===== src/rtl/execute_stage.sv =====
//==============================================================================
// Module   : execute_stage
// Purpose  : ID/EX pipeline register, operand forwarding, 16-bit ALU and a
//            multi-cycle shift-add multiplier that stalls the front end.
// Revision : 1.0 - initial release
//==============================================================================
`default_nettype none

module execute_stage (
  input  logic        clk,
  input  logic        reset,
  input  logic        flush,
  input  logic        IRegWrite,
  input  logic        IMemWrite,
  input  logic        IMemRead,
  input  logic [1:0]  IRegStore,
  input  logic [15:0] IPCP2,
  input  logic [15:0] IRs1Val,
  input  logic [15:0] IRs2Val,
  input  logic [15:0] IImm,
  input  logic [2:0]  IRs1,
  input  logic [2:0]  IRs2,
  input  logic [2:0]  IRd,
  input  logic [3:0]  IALUOp,
  input  logic        IALUSrc,
  input  logic [2:0]  MemFwdRd,
  input  logic        MemFwdWrite,
  input  logic [15:0] MemFwdVal,
  input  logic [2:0]  WbFwdRd,
  input  logic        WbFwdWrite,
  input  logic [15:0] WbFwdVal,
  output logic        ORegWrite,
  output logic        OMemWrite,
  output logic        OMemRead,
  output logic [1:0]  ORegStore,
  output logic [15:0] OPCP2,
  output logic [2:0]  ORd,
  output logic [15:0] OALUResult,
  output logic [15:0] O3rdArg,
  output logic        busy
);

  localparam logic [3:0] OP_MUL = 4'd10;

  typedef enum logic [1:0] {
    ST_IDLE = 2'd0,
    ST_RUN  = 2'd1,
    ST_DONE = 2'd2
  } mul_state_t;

  typedef struct packed {
    logic        reg_write;
    logic        mem_write;
    logic        mem_read;
    logic [1:0]  reg_store;
    logic [15:0] pcp2;
    logic [15:0] rs1_val;
    logic [15:0] rs2_val;
    logic [15:0] imm;
    logic [2:0]  rs1;
    logic [2:0]  rs2;
    logic [2:0]  rd;
    logic [3:0]  alu_op;
    logic        alu_src;
  } idex_t;

  idex_t       idex;
  idex_t       idex_in;
  mul_state_t  state;
  mul_state_t  state_next;
  logic [15:0] fwd_a;
  logic [15:0] fwd_b;
  logic [15:0] op_b;
  logic [3:0]  shamt;
  logic [15:0] alu_result;
  logic [15:0] mul_a;
  logic [15:0] mul_b;
  logic [15:0] mul_acc;
  logic [3:0]  mul_cnt;

  assign idex_in = '{
    reg_write: IRegWrite, mem_write: IMemWrite, mem_read: IMemRead,
    reg_store: IRegStore, pcp2: IPCP2, rs1_val: IRs1Val, rs2_val: IRs2Val,
    imm: IImm, rs1: IRs1, rs2: IRs2, rd: IRd, alu_op: IALUOp,
    alu_src: IALUSrc
  };

  // While busy the instruction stays put; flush always wins with a bubble.
  always_ff @(posedge clk or negedge reset) begin
    if (!reset) begin
      idex <= '0;
    end else if (flush) begin
      idex <= '0;
    end else if (!busy) begin
      idex <= idex_in;
    end
  end

  // r0 is hard-wired zero and must never pick up a forwarded value.
  always_comb begin
    fwd_a = idex.rs1_val;
    if (idex.rs1 == 3'd0) begin
      fwd_a = '0;
    end else if (MemFwdWrite && (MemFwdRd == idex.rs1)) begin
      fwd_a = MemFwdVal;
    end else if (WbFwdWrite && (WbFwdRd == idex.rs1)) begin
      fwd_a = WbFwdVal;
    end
  end

  always_comb begin
    fwd_b = idex.rs2_val;
    if (idex.rs2 == 3'd0) begin
      fwd_b = '0;
    end else if (MemFwdWrite && (MemFwdRd == idex.rs2)) begin
      fwd_b = MemFwdVal;
    end else if (WbFwdWrite && (WbFwdRd == idex.rs2)) begin
      fwd_b = WbFwdVal;
    end
  end

  assign op_b  = idex.alu_src ? idex.imm : fwd_b;
  assign shamt = op_b[3:0];

  always_comb begin
    alu_result = op_b;
    case (idex.alu_op)
      4'd0:    alu_result = fwd_a + op_b;
      4'd1:    alu_result = fwd_a - op_b;
      4'd2:    alu_result = fwd_a & op_b;
      4'd3:    alu_result = fwd_a | op_b;
      4'd4:    alu_result = fwd_a ^ op_b;
      4'd5:    alu_result = fwd_a << shamt;
      4'd6:    alu_result = fwd_a >> shamt;
      4'd7:    alu_result = $signed(fwd_a) >>> shamt;
      4'd8:    alu_result = {15'd0, ($signed(fwd_a) < $signed(op_b))};
      4'd9:    alu_result = {15'd0, (fwd_a < op_b)};
      OP_MUL:  alu_result = mul_acc;
      default: alu_result = op_b;
    endcase
  end

  always_ff @(posedge clk or negedge reset) begin
    if (!reset) begin
      state <= ST_IDLE;
    end else begin
      state <= state_next;
    end
  end

  always_comb begin
    state_next = state;
    case (state)
      ST_IDLE: if (idex.alu_op == OP_MUL) state_next = ST_RUN;
      ST_RUN:  if (mul_cnt == 4'd15) state_next = ST_DONE;
      ST_DONE: state_next = ST_IDLE;
      default: state_next = ST_IDLE;
    endcase
    if (flush) begin
      state_next = ST_IDLE;
    end
  end

  // Operands are captured once, so later forwarding changes cannot disturb the product.
  always_ff @(posedge clk or negedge reset) begin
    if (!reset) begin
      mul_a   <= '0;
      mul_b   <= '0;
      mul_acc <= '0;
      mul_cnt <= '0;
    end else begin
      case (state)
        ST_IDLE: begin
          if (idex.alu_op == OP_MUL) begin
            mul_a   <= fwd_a;
            mul_b   <= op_b;
            mul_acc <= '0;
            mul_cnt <= '0;
          end
        end
        ST_RUN: begin
          mul_acc <= mul_acc + (mul_b[0] ? mul_a : 16'd0);
          mul_a   <= {mul_a[14:0], 1'b0};
          mul_b   <= {1'b0, mul_b[15:1]};
          mul_cnt <= mul_cnt + 4'd1;
        end
        default: ;
      endcase
    end
  end

  assign busy = ((state == ST_IDLE) && (idex.alu_op == OP_MUL)) || (state == ST_RUN);

  assign ORegWrite  = idex.reg_write & ~busy;
  assign OMemWrite  = idex.mem_write & ~busy;
  assign OMemRead   = idex.mem_read & ~busy;
  assign ORegStore  = busy ? 2'b00 : idex.reg_store;
  assign OPCP2      = idex.pcp2;
  assign ORd        = idex.rd;
  assign OALUResult = alu_result;
  assign O3rdArg    = fwd_b;

endmodule

`default_nettype wire


===== config.mk =====
export PLATFORM = sky130hd
export DESIGN_NAME = execute_stage
export DESIGN_NICKNAME = d
export VERILOG_FILES = /design/src/rtl/execute_stage.sv
export SDC_FILE = /design/constraint.sdc
export NUM_CORES = 1
export LEC_CHECK = 0
export CAP_MARGIN = 20
export CELL_PAD_IN_SITES_DETAIL_PLACEMENT = 1
export CELL_PAD_IN_SITES_GLOBAL_PLACEMENT = 2
export CORE_MARGIN = 8
export CORE_UTILIZATION = 35
export DETAILED_ROUTE_END_ITERATION = 7
export PLACE_DENSITY = 0.94
export SLEW_MARGIN = 20
export SYNTH_ARGS = -nofsm -noshare
export SYNTH_HDL_FRONTEND = slang
export SYNTH_SLANG_ARGS = --single-unit
export TNS_END_PERCENT = 5

===== constraint.sdc =====
create_clock -name clk -period 14.9 [get_ports clk]
set_input_delay 1.49 -clock clk [delete_from_list [all_inputs] [get_ports clk]]
set_output_delay 1.49 -clock clk [all_outputs]
set_load 0.05 [all_outputs]

## After elaboration in Yosys (flattened, before gate mapping)

Cells that the tools add are included.

- Input port bits: 126
- Logic and storage cells: 91
- Flip-flop bits (word level): 137
- Output and inout bits: 57

- Bitwise logic cells: 7
- $add $sub $neg: 4
- Multiplexer cells: 24
- Shift-type cells: 3
- $lt $le $gt $ge: 2
- Eq/ne operators: 20
- Reduce and logical (&&, ||, !) cells: 13

Operators with widths:

| operator | count |
|---|---|
| 16-bit 2-to-1 mux | 11 |
| 16-bit one-hot mux with 11 select lines | 1 |
| 83-bit 2-to-1 mux | 2 |
| 16-bit one-hot mux with 2 select lines | 3 |
| 16-bit adder | 2 |
| 16-bit < comparator | 2 |
| 16-bit bitwise AND | 1 |
| 4-bit by 3-bit equality test with 1-bit output, second input constant | 4 |
| 4-bit equality test, second input constant | 4 |
| 16-bit bitwise OR | 1 |
| 16-bit by 4-bit << shifter with 16-bit output | 1 |
| 16-bit by 4-bit >> shifter with 16-bit output | 1 |
| 16-bit by 4-bit >>> shifter with 16-bit output | 1 |
| 16-bit subtractor | 1 |
| 16-bit XOR | 1 |
| 3-bit equality test | 4 |
| 4-bit by 2-bit equality test with 1-bit output, second input constant | 2 |
| 2-bit 2-to-1 mux | 4 |
| 4-bit one-hot mux with 2 select lines | 1 |
| 3-bit logical NOT | 2 |
| 3-bit != test, second input constant | 2 |
| 1-bit logical AND | 5 |
| 4-bit by 1-bit adder with 4-bit output, second input constant | 1 |
| 4-bit by 1-bit equality test with 1-bit output, second input constant | 1 |
| 11 further kinds | 15 |

## Logic depth before layout (Yosys ltp)

- Depth after elaboration: 8
- Mapped depth: 20
- Depth with buffers taken out: 17

## Worst setup path before layout

OpenSTA, ideal clock, no wires.

- Path type: input port to output port
- Start: in WbFwdRd[2]
- End: out OALUResult[15]
- Path slack: 7276 ps
- Stages on the path: 15
- Required time: 13410 ps
- Arrival time: 6134 ps
- Buffers on the path: 1
- Cell sequence: xor2_1 or4b_1 buf_4 mux2i_1 a211oi_1 ha_1 nand2b_1 a2111o_1 a2111oi_0 o311ai_0 a31oi_1 nand2_1 a31o_2 o32a_1 o32a_1

- Word-level cells in the longest chain between the ends: 8
- Elaborated cells between the ends (all ways): 20

Ends and longest elaborated chain:

| item | RTL line | text |
|---|---|---|
| start: declaration | 29 | `input logic [2:0] WbFwdRd,` |
| 3-bit equality test | 117 | `end else if (WbFwdWrite && (WbFwdRd == idex.rs2)) begin` |
| 1-bit logical AND | 117 |  |
| 16-bit 2-to-1 mux | 117 |  |
| 16-bit 2-to-1 mux | 115 | `end else if (MemFwdWrite && (MemFwdRd == idex.rs2)) begin` |
| 16-bit 2-to-1 mux | 113 | `if (idex.rs2 == 3'd0) begin` |
| 16-bit 2-to-1 mux | 122 | `assign op_b = idex.alu_src ? idex.imm : fwd_b;` |
| 16-bit subtractor, or another cell as far along | 129 | `4'd1: alu_result = fwd_a - op_b;` |
| 16-bit one-hot mux with 11 select lines * | 127 | `case (idex.alu_op)` |
| end: declaration | 38 | `output logic [15:0] OALUResult,` |

Mark *: on every way between the ends. The rest lies on a longest branch, timed or not.

## Final worst setup path

- Start: in WbFwdRd[0]
- End: out OALUResult[15]

The elaborated chain is that of the path after synthesis.

==> impl_results.md <==
- Outcome: finished clean
- Post-Layout Cell Count: 2108
- Die W: 199 microns
- Post-synthesis xor/xnor area fraction: 0.0231
- Startpoint class of the critical path: input port
- Overall Global Routing Usage: 0.264
- Syn_area_per_cell: 7.68 sq um
- Root buffer cell: clkbuf_16
- Register area share after synthesis: 0.292
- CTS Hold Bufs: 0
- Syn_nets: 1728
- Post-Synth Adder-Cell Area: 0.0775
- Clock skew: 0.0123 ns
- Layout fillers: 4001
- Worst-path cell chain: clkdlybuf4s50_1, xor2_1, or4b_1, a211o_1, a32oi_2, buf_4, ha_1, nand2b_1, a2111o_1, a2111oi_0, o311ai_0, a31oi_1, nand2_1, a31o_2, o32a_1, o32a_1, clkdlybuf4s50_1
- Grt ovf: 0
- Slew Limit Headroom: 0.247
- Largest net degree at the start of global routing: 87
- CTS Buf Count: 17
- Vias per cell: 6.02
- GPL Wtd Cong: 0.964
- Final setup vio count: 0
- Clock Pin Slew Worst Setup and Hold Paths: 0.06 ns
- Die H: 199 microns
- Simple-gate area share of the yosys netlist: 0.198
- I/O pins: 183
- Core area: 33300 sq um
- Async set-reset flop share out of synthesis: 1.00
- CP delay by family, top: compound AO/OA/AOI/OAI gates
- CP Capture Type: output port
- Net count, final: 1843
- Crit Path Category: in -> out
- Ys Warns: 0
- CP max-delay cell: or4b_1
- Buffer count from post-CTS setup fixing: 0
- Leak: 6.13 nW
- Fmax: 0.102 GHz
- Slew Limit Fails: 0
- Largest area contributor in the netlist: dfrtp_1
- CP Buf/Inv Count: 3
- Commonest cells in the netlist: 256 x nand2_1, 173 x a21oi_1, 137 x dfrtp_1
- Core Util, Final: 0.436
- Row Count: 67
- Mapped Area: 11800 sq um
- Total Routed Length: 53.1 mm
- Yosys cell types: 83
- Final TNS setup: 0 ns
- Num Clock Sinks: 137
- Port bufs: 182
- Crit share post-route: 0.655
- Resized Gates After CTS: 0
- Placed cell areas: 13900 sq um
- Unrepaired setup endpoints after global routing: false
- Initial Util: 0.353
- First-pass GRT wire length: 80.6 mm
- Routed Antenna Nets: 0
- Share of cells above drive strength 1: 0.0663
- Die area: 39700 sq um
- Ys flop type: dfrtp_1
- Layout area overhead: 23.3%
- Wire per inst: 25.2 microns
- PD cells: 121 nW/um^2
- Delay of the slowest critical-path stage: 1.00 ns
- Post-synth EDFFs: 0
- Maximum root-to-sink buffer count: 2
- WP data arrival: 8.27 ns
- Vias in the first global route: 13008
- Class of the worst hold path: reg -> reg
- TritonCTS clock tree: yes
- Count leader, synth: nand2_1
- Final Hold Viols: 0
- DRT Pass-1 Iters: 5
- Hold Slack: 0.512 ns
- Synth Register Bits: 137
- Initial drt markers: 973
- Post-Synthesis Cells: 1531
- Data required, critical path: 13.41 ns
- Max cap viols: 0
- Mux cell area share after synthesis: 0.0575
- Crit path time final: 9.76 ns
- DP HPWL: 39.6 mm
- DP Cell Count: 2075
- Max FO, Critical Path: 33
- Largest family of logic cells by synthesized area: compound AO/OA/AOI/OAI gates
- Initial antenna violation count: 5
- # DRC: 0
- Complex-gate fraction of the synthesized area: 0.285
- Vias: 12683
- H-Tree Depth: 4
- Synth area leaders: dfrtp_1 29%, nand2_1 8.2%, a21oi_1 7.4%, ha_1 7.2%, mux2i_1 5.2%
- Post-synth top area share: 0.292
- Clk_lat worst skew: 0.44 ns
- Post-Layout Inst Area: 14500 sq um
- Worst-Margin Slew: 1.13 ns
- Peak supply drop: 0.0833 mV
[metrics by stage]
stage	total power [mW]	worst slack, ns
after floorplan	1.04	7.28
after global placement	1.30	5.36
after detailed placement	1.32	5.28
after CTS	1.76	5.23
after global routing	1.85	4.83
final	1.76	5.14
[power by group]
| group | switching, mW | internal [mW] | total, mW | leakage, nW |
|---|---|---|---|---|
| Clock | 0.184 | 0.248 | 0.432 | 0.272 |
| Sequential | 0.0775 | 0.442 | 0.519 | 1.73 |
| Combinational | 0.494 | 0.315 | 0.810 | 4.13 |
[logic make-up (layout without fill, tap and decap cells)]
| family | after synthesis | count (layout) |
|---|---|---|
| buf+inv | 181 | 309 |
| flops | 137 | 137 |
| simple gates | 525 | 525 |
| xor+xnor | 31 | 31 |
| other cells | 0 | 1 |
| compound gates | 520 | 520 |
| mux | 66 | 66 |
| fa+ha+maj | 71 | 71 |
[sequential cells by signal, indices dropped and copies added (netlist names)]
name / count
mul_acc: 16
ORd: 3
idex: 64
OPCP2: 16
mul_cnt: 4
mul_b: 16
state: 2
mul_a: 16
[per-layer routing]
metal | track usage | up-vias | wire (microns)
li1 | - | 5782 | -
met1 | 0.349 | 6272 | 23100
met2 | 0.407 | 517 | 23700
met3 | 0.0680 | 104 | 4340
met4 | 0.103 | 8 | 1920
met5 | 0 | - | 55
[layout make-up]
| type | count | area, sq um | share of cell area |
|---|---|---|---|
| Inverter | 53 | 199 | 0.0137 |
| Sequential cell | 137 | 3430 | 0.237 |
| Tap cell | 448 | 561 | 0.0387 |
| Antenna cell | 1 | 2.50 | 0.000173 |
| Timing Repair Buffer | 224 | 2130 | 0.147 |
| Clock inverter | 13 | 146 | 0.0101 |
| Clock buffer | 19 | 433 | 0.0299 |
| Multi-Input combinational cell | 1213 | 7590 | 0.524 |
[cells in the final DEF (no fill, tap or decap), types with 14 or more instances in the layout]
master / Yosys / routed
and2_1: 22 / 22
buf_4: 23 / 42
clkdlybuf4s50_1: 0 / 180
ha_1: 68 / 68
o21ai_0: 71 / 71
mux2i_1: 61 / 61
xor2_1: 15 / 15
nand3_1: 28 / 28
nor3_1: 34 / 32
nand2_1: 256 / 255
o22ai_1: 76 / 76
a21oi_1: 173 / 173
a211oi_1: 23 / 23
o31ai_1: 18 / 18
o211ai_1: 14 / 14
nor2_1: 116 / 116
a31oi_1: 16 / 16
nor4_1: 17 / 15
inv_1: 46 / 45
a22oi_1: 15 / 15
xnor2_1: 16 / 16
clkbuf_16: 0 / 17
dfrtp_1: 137 / 137
[worst register-to-register path, cell delays in order (launching register included)]
cell	delay [ns]
dfrtp_1	0.96
nor4bb_4	0.11
buf_4	0.35
o21ai_4	0.77
buf_4	0.39
buf_4	0.59
inv_2	0.10
buf_4	0.42
nand4_1	0.31
xor2_1	0.15
nor2_1	0.06
[worst paths after layout]
| check | startpoint | endpoint | slack, ns | cells past startpoint |
|---|---|---|---|---|
| min reg2reg | mul_b[15] | mul_b[15] | 0.51 | 2 |
| max in group asynchronous | reset | idex[48] | 12.38 | 2 |
| min | mul_b[15] | mul_b[15] | 0.51 | 2 |
| min in group asynchronous | reset | OPCP2[6] | 1.06 | 1 |
| max reg2reg | idex[1] | mul_cnt[3] | 10.55 | 10 |
| max | WbFwdRd[0] | OALUResult[15] | 5.14 | 17 |
No activity file was read; power rests on OpenSTA's default activity.
